### config.mk
export PLATFORM = sky130hd
export DESIGN_NAME = adc_sample_avg
export DESIGN_NICKNAME = d
export VERILOG_FILES = /design/src/rtl/adc_sample_avg.sv
export SDC_FILE = /design/constraint.sdc
export NUM_CORES = 1
export LEC_CHECK = 0
export BUFFER_PORTS_ARGS = -buffer_cell sky130_fd_sc_hd__buf_2
export CAP_MARGIN = 0
export CELL_PAD_IN_SITES_DETAIL_PLACEMENT = 0
export CELL_PAD_IN_SITES_GLOBAL_PLACEMENT = 2
export CORE_UTILIZATION = 45
export DETAILED_ROUTE_END_ITERATION = 8
export PLACE_DENSITY = 0.92
export SETUP_SLACK_MARGIN = 0.4
export SYNTH_ARGS = -nofsm -noshare
export SYNTH_HDL_FRONTEND = slang
export SYNTH_SLANG_ARGS = --single-unit
### constraint.sdc
create_clock -name clk -period 5.8 [get_ports clk]
set_input_delay 0.29 -clock clk [delete_from_list [all_inputs] [get_ports clk]]
set_output_delay 0.29 -clock clk [all_outputs]
set_load 0.02 [all_outputs]
### src/rtl/adc_sample_avg.sv
// ---------------------------------------------------------------------------
// adc_sample_avg
// Moving-average filter for the raw ADC byte stream from the UART receiver.
// It keeps the last 2^DEPTH_LOG2 samples in a circular buffer and holds their
// running sum. Once that many samples are in the window, it emits the
// truncated average on every accepted sample. A separate idle counter flags
// the stream as stale when no sample has arrived for TIMEOUT_CLKS cycles.
//
// Parameters
//   DEPTH_LOG2   : log2 of the averaging window (3 -> 8 samples)
//   TIMEOUT_CLKS : idle clk cycles before o_Stale is raised
//
// Ports
//   clk        : single clock, rising edge
//   reset      : synchronous, active-high reset
//   i_Rx_DV    : one-cycle strobe, i_Rx_Byte is valid
//   i_Rx_Byte  : unsigned raw ADC code
//   o_Avg_DV   : one-cycle strobe, o_Avg_Byte was just updated
//   o_Avg_Byte : unsigned window average, held between strobes
//   o_Full     : window holds 2^DEPTH_LOG2 samples
//   o_Stale    : no sample seen for TIMEOUT_CLKS cycles
// ---------------------------------------------------------------------------
module adc_sample_avg #(
  parameter int DEPTH_LOG2   = 3,
  parameter int TIMEOUT_CLKS = 1000000
) (
  input  logic       clk,
  input  logic       reset,
  input  logic       i_Rx_DV,
  input  logic [7:0] i_Rx_Byte,
  output logic       o_Avg_DV,
  output logic [7:0] o_Avg_Byte,
  output logic       o_Full,
  output logic       o_Stale
);

  localparam int DEPTH  = 1 << DEPTH_LOG2;
  localparam int SUM_W  = 8 + DEPTH_LOG2;
  localparam int IDLE_W = $clog2(TIMEOUT_CLKS + 1);

  localparam logic [DEPTH_LOG2:0] FILL_LAST    = (DEPTH_LOG2 + 1)'(DEPTH - 1);
  localparam logic [IDLE_W-1:0]   TIMEOUT_VAL  = IDLE_W'(TIMEOUT_CLKS);

  typedef enum logic {
    ST_FILL,
    ST_RUN
  } state_t;

  state_t                r_State;
  logic [7:0]            r_Buf [DEPTH];
  logic [DEPTH_LOG2-1:0] r_Wr_Ptr;
  logic [DEPTH_LOG2:0]   r_Fill_Cnt;
  logic [SUM_W-1:0]      r_Sum;
  logic [IDLE_W-1:0]     r_Idle_Cnt;

  logic [7:0]            w_Evicted;
  logic [SUM_W-1:0]      w_Sum_Next;
  logic [7:0]            w_Avg_Next;
  logic [IDLE_W-1:0]     w_Idle_Inc;
  logic                  w_Idle_Sat;

  // The sample being overwritten leaves the sum. While the window is still
  // filling, the slot holds no real sample, so it contributes zero. The sum
  // is computed as old - evicted + new. Intermediate wrap-around cancels out
  // because the final value always fits in SUM_W bits.
  always_comb begin
    w_Evicted  = (r_State == ST_RUN) ? r_Buf[r_Wr_Ptr] : 8'd0;
    w_Sum_Next = r_Sum - {{DEPTH_LOG2{1'b0}}, w_Evicted}
                       + {{DEPTH_LOG2{1'b0}}, i_Rx_Byte};
    w_Avg_Next = w_Sum_Next[SUM_W-1:DEPTH_LOG2];
    w_Idle_Inc = r_Idle_Cnt + 1'b1;
    w_Idle_Sat = (r_Idle_Cnt == TIMEOUT_VAL);
  end

  // Window datapath and FILL/RUN control. Every accepted sample is written and
  // the pointer advances in both states. The average strobe fires only when
  // the window is complete: on the accept that finishes filling, and on every
  // accept after that.
  always_ff @(posedge clk) begin
    if (reset) begin
      for (int i = 0; i < DEPTH; i++) begin
        r_Buf[i] <= 8'd0;
      end
      r_State    <= ST_FILL;
      r_Wr_Ptr   <= '0;
      r_Fill_Cnt <= '0;
      r_Sum      <= '0;
      o_Avg_DV   <= 1'b0;
      o_Avg_Byte <= 8'd0;
      o_Full     <= 1'b0;
    end else begin
      o_Avg_DV <= 1'b0;
      if (i_Rx_DV) begin
        r_Buf[r_Wr_Ptr] <= i_Rx_Byte;
        r_Wr_Ptr        <= r_Wr_Ptr + 1'b1;
        r_Sum           <= w_Sum_Next;
        case (r_State)
          ST_FILL: begin
            r_Fill_Cnt <= r_Fill_Cnt + 1'b1;
            if (r_Fill_Cnt == FILL_LAST) begin
              r_State    <= ST_RUN;
              o_Full     <= 1'b1;
              o_Avg_DV   <= 1'b1;
              o_Avg_Byte <= w_Avg_Next;
            end
          end
          ST_RUN: begin
            o_Avg_DV   <= 1'b1;
            o_Avg_Byte <= w_Avg_Next;
          end
          default: r_State <= ST_FILL;
        endcase
      end
    end
  end

  // Staleness watchdog. An accepted sample always wins: it clears the counter
  // and the flag, even on the cycle the count would have reached the limit.
  // Otherwise the counter climbs and saturates at the limit. The flag rises
  // on the same edge the counter reaches the limit.
  always_ff @(posedge clk) begin
    if (reset) begin
      r_Idle_Cnt <= '0;
      o_Stale    <= 1'b0;
    end else if (i_Rx_DV) begin
      r_Idle_Cnt <= '0;
      o_Stale    <= 1'b0;
    end else if (!w_Idle_Sat) begin
      r_Idle_Cnt <= w_Idle_Inc;
      o_Stale    <= (w_Idle_Inc == TIMEOUT_VAL);
    end
  end

endmodule
Yosys cells after proc, flatten, opt, wreduce, memory -nomap -nowiden --
Memory sizes are Yosys's and may differ from the RTL's. A register that Yosys moved wholly into a read port is not among the register bits. Index checks and enable logic that the tools add are counted.
Cells by class: reduce and logical (&&, ||, !) cells 6, add/sub/neg operators 5, bitwise operators 2, muxes and demuxes 16, eq/ne operators 4
Operator list (number):
- equality test 20 bit, second input constant | 2
- 2-to-1 mux 8 bit | 3
- adder 20 x 1 -> 20 bit, second input constant | 1
- case mux 8 bit (2 select lines) | 1
- adder 11 x 8 -> 11 bit | 1
- subtractor 11 x 8 -> 11 bit | 1
- 2-to-1 mux 3 bit | 3
- 2-to-1 mux 1 bit | 8
- OR reduction 8 bit | 1
- adder 4 x 1 -> 4 bit, second input constant | 1
- equality test 4 x 3 -> 1 bit, second input constant | 1
- AND reduction 2 bit | 2
- OR reduction 2 bit | 2
- adder 3 x 1 -> 3 bit, second input constant | 1
- AND reduction 3 bit | 1
- inequality test 2 bit, second input constant | 1
- NOT 1 bit | 2
- case mux 1 bit (2 select lines) | 1
Word-level totals: register bits after elaboration 50, output and inout bits 11, memory bits (writable) 64, memories 1
Memories:
- r_Buf | depth 8, width 8, rd ports 1, clocked after Yosys merged registers in 1, write ports 8, line 50 | logic [7:0] r_Buf [DEPTH];

Logic depth before layout (Yosys ltp) --
word-level depth 5, gate-level depth with buffers 15

Worst setup path after synthesis --
OpenSTA, ideal clock, no wires.
kind reg-to-reg, start register (tool-made name), end register r_Sum[10], setup slack 2026 ps, data arrival time 3654 ps, cell stages (with the launch flop) 15, clock period less this slack 3774 ps, library setup time 121 ps, path buffers 2, required time 5679 ps, cells stage by stage dfxtp_1 > buf_2 > buf_2 > mux4_2 > mux2i_1 > nor2b_1 > fa_1 > inv_1 > fa_1 > a21o_1 > a21oi_1 > o21ba_2 > o22ai_1 > mux2i_1 > mux2_2
RTL lines:
- end signal, assigned | line 96 | r_Sum <= w_Sum_Next;
- end, declared | line 53 | logic [SUM_W-1:0] r_Sum;

==> impl_metrics.ini <==
[route]
drt_iter0_drc = 362
wl_per_cell_um = 17.4
viasPerCell = 5.49
drc = 0
vias = 4126
drtAntennaViolNets = 0
routed_wl_mm = 13.1
dr.pass1.iters = 5

[global_route]
first_global_vias = 4241
grt_start_max_net_pins = 42
antenna_found_initial = 0
track_usage_pct = 20.1
gr-total-overflow = 0
grt_pass1_wl_mm = 21.4

[finish]
multi_input_area_um2 = 2700
fin_cells = 751
seqCellArea_um2 = 2980
nets = 600
insertedDiodeCount = 0
fillerInstances = 1173
syn_to_final_growth_pct = 13.5
fin_util_pct = 53.2
drive_above_1_share_pct = 15.7

[yosys]
synth_edf_count = 64
syn-cell-area_um2 = 6010
syn_nets = 589
netlist_instances = 555
ys_async_sr_fraction_pct = 0
yosysWarnings = 0
synthFlopType = edfxtp_1
synth-seq-cells = 117
synth_cell_type_count = 57
syn_area_per_cell_um2 = 10.8
ys_seq_area_share_pct = 49.6

[setup_path]
crit_type = flip-flop to flip-flop
crit_cells = 12
reg2reg_slack_ns = 1.50
slowest_delay_ns = 1.01
cp.buffers_inverters = 1
crit_family = compound AO/OA/AOI/OAI gates
cp_cell_sequence = mux4_2 -> mux2i_1 -> nor2b_1 -> fa_1 -> inv_1 -> ha_1 -> a21o_1 -> a21oi_1 -> o211ai_1 -> a31oi_1 -> nor4_1 -> a311o_1
worstPathRequired_ns = 6.10
cp_max_fo = 16
slowest_stage = dfxtp_1
r2r_cells = 12
cp-end-kind = flip-flop
start_kind = flip-flop
cp.arrival_ns = 4.61

[power]
p_comb_share_pct = 19.5
p_total_mw = 2.53
p_leak_nw = 2.53
p_sw_share_pct = 28.0
pwr-share-clk_pct = 42.4
p_sw_mw = 0.709
p_int_mw = 1.82
peakVddDrop_v = 0.000223
power_density_nw_per_um2 = 371
p_seq_share_pct = 38.1

[placed_design]
routabilityCongestion = 0.765
hpwl_mm = 8.93
place_inst = 719
io_buffers = 21

[floorplan]
start_util_pct = 46.9
dieArea_um2 = 13800
core_area_um2 = 12800
row_count = 41
die_x_um = 118
die_h_um = 118
num_io_pins = 22

[clock_tree]
cts_tree = done
root_buffer = clkbuf_16
cts_inserted_buffers = 17
cts-resized-gates = 0
clock-sinks = 117
cts.htree.levels = 4
holdBufCountCts = 0
post_cts_buffers = 0
clk_pin_slew_ns = 0.06
cts_buffer_depth = 2
clkLatencyLatePin_ns = 0.42

[sta]
post-route-period-util_pct = 74.2
final-max-slew-violation-count = 0
max_freq_mhz = 232
setup_viol = 0
finalHoldViolations = 0
whs_ns = 0.180
worstMarginPinSlew_ns = 1.11
maxSlewHeadroom_pct = 26.0
finalCriticalPeriod_ns = 4.30
fin_skew_ns = 0.00501
rsz0062_at_grt = no
tns_ns = 0

[hold_path]
min_delay_path_depth = 2
hold_path.class = primary input to flip-flop

[outcome]
status = complete, no violations

[run]
max-cap-violations = 0
-- sequential cells by signal (all words and copies together), names as in the netlist, named ones only --
| name | cells |
|---|---|
| o_Stale | 1 |
| r_Wr_Ptr | 3 |
| o_Avg_Byte | 8 |
| r_Buf | 64 |
| r_Idle_Cnt | 20 |
| r_Fill_Cnt | 4 |
| r_Sum | 11 |
| r_State | 1 |
| o_Avg_DV | 1 |
| o_Full | 1 |
-- path summary, 6_finish.rpt --
path,start,to
setup / recovery,flip-flop,o_Avg_Byte[6]
hold / removal,i_Rx_Byte[3],r_Buf[0][3]
setup reg to reg,flip-flop,o_Avg_Byte[6]
hold reg to reg,o_Avg_Byte[5],o_Avg_Byte[5]
-- cells in the mapped netlist (2+ instances only) --
cell type / instances / area share [%]
nand4b_1: 2 / 0.29
or2_2: 4 / 0.42
nand4_1: 12 / 1.2
nor2b_1: 12 / 1.2
and2_1: 18 / 1.9
ha_1: 15 / 3.1
buf_1: 4 / 0.25
dfxtp_1: 53 / 18
o21ai_0: 9 / 0.75
xnor2_1: 15 / 2.2
nand2b_1: 4 / 0.42
fa_1: 8 / 2.7
and3_1: 2 / 0.21
a21oi_1: 7 / 0.58
nor4bb_1: 2 / 0.33
and3_4: 2 / 0.37
mux4_2: 16 / 6.0
nand3_1: 15 / 1.2
o22ai_1: 2 / 0.21
inv_1: 33 / 2.1
a31oi_1: 2 / 0.21
o2111ai_1: 2 / 0.29
o311ai_0: 3 / 0.44
mux2i_1: 22 / 3.7
and4_1: 2 / 0.29
buf_2: 7 / 0.58
nor2_1: 53 / 3.3
nor3_1: 55 / 4.6
nor4_1: 3 / 0.31
edfxtp_1: 64 / 32
nand2_1: 25 / 1.6
a41oi_1: 2 / 0.29
clkbuf_1: 24 / 1.5
xor2_1: 15 / 2.2
clkinv_1: 7 / 0.44
o31ai_1: 4 / 0.50
a21o_1: 7 / 0.87
buf_6: 4 / 0.75
-- per-stage QoR --
stage | worst slack [ns] | area (µm²)
after global placement | 1.60 | 6220
after global routing | 1.21 | 6830
after detailed placement | 1.50 | 6220
final | 1.50 | 6830
after floorplan | 2.03 | 6010
after CTS | 1.42 | 6830
-- routing by layer --
layer / share of wire (%) / track usage, % / vias to the layer above
met2: 51 / 34.7 / 90
met5: 0 / 0 / -
met4: 2.0 / 8.09 / 0
met1: 41 / 23.6 / 2016
met3: 5.6 / 5.67 / 19
li1: - / - / 2001
-- cells in the final DEF (no fill, tap or decap), drive strengths merged, types with 8 or more instances in the layout --
| cell type | n |
|---|---|
| dfxtp | 53 |
| o21ai | 10 |
| nor3 | 56 |
| edfxtp | 64 |
| nand2 | 25 |
| nand4 | 12 |
| fa | 8 |
| nor2b | 12 |
| ha | 15 |
| xor2 | 15 |
| nand3 | 15 |
| clkbuf | 17 |
| xnor2 | 15 |
| mux2i | 22 |
| buf | 31 |
| nor2 | 53 |
| clkinv | 11 |
| mux4 | 16 |
| and2 | 18 |
| inv | 37 |
-- cells by family after synthesis --
group | synth area share (%)
multiplexers | 9.84
XOR/XNOR | 4.74
AO/OA/AOI/OAI | 5.62
buffers and inverters | 5.58
flip-flops | 49.6
adder cells (fa/ha/maj) | 5.78
AND/OR/NAND/NOR | 18.8
-- power groups by stage --
stage	Combinational [mW]	Clock [mW]	Sequential (mW)
floorplan	0.398	0	0.960
global placement	0.481	0	0.978
detailed placement	0.494	0	0.981
CTS	0.498	1.09	0.965
global route	0.555	1.13	0.971
finish	0.495	1.07	0.964
-- area by class of cell --
type / count / area share (%)
inverter: 40 / 2.20
tap: 172 / 3.15
clock inverter: 15 / 2.62
timing repair buffer: 31 / 2.64
clock buffer: 17 / 6.23
sequential: 117 / 43.7
multi-input combinational: 359 / 39.5
Power figures use the tool's default switching activity.
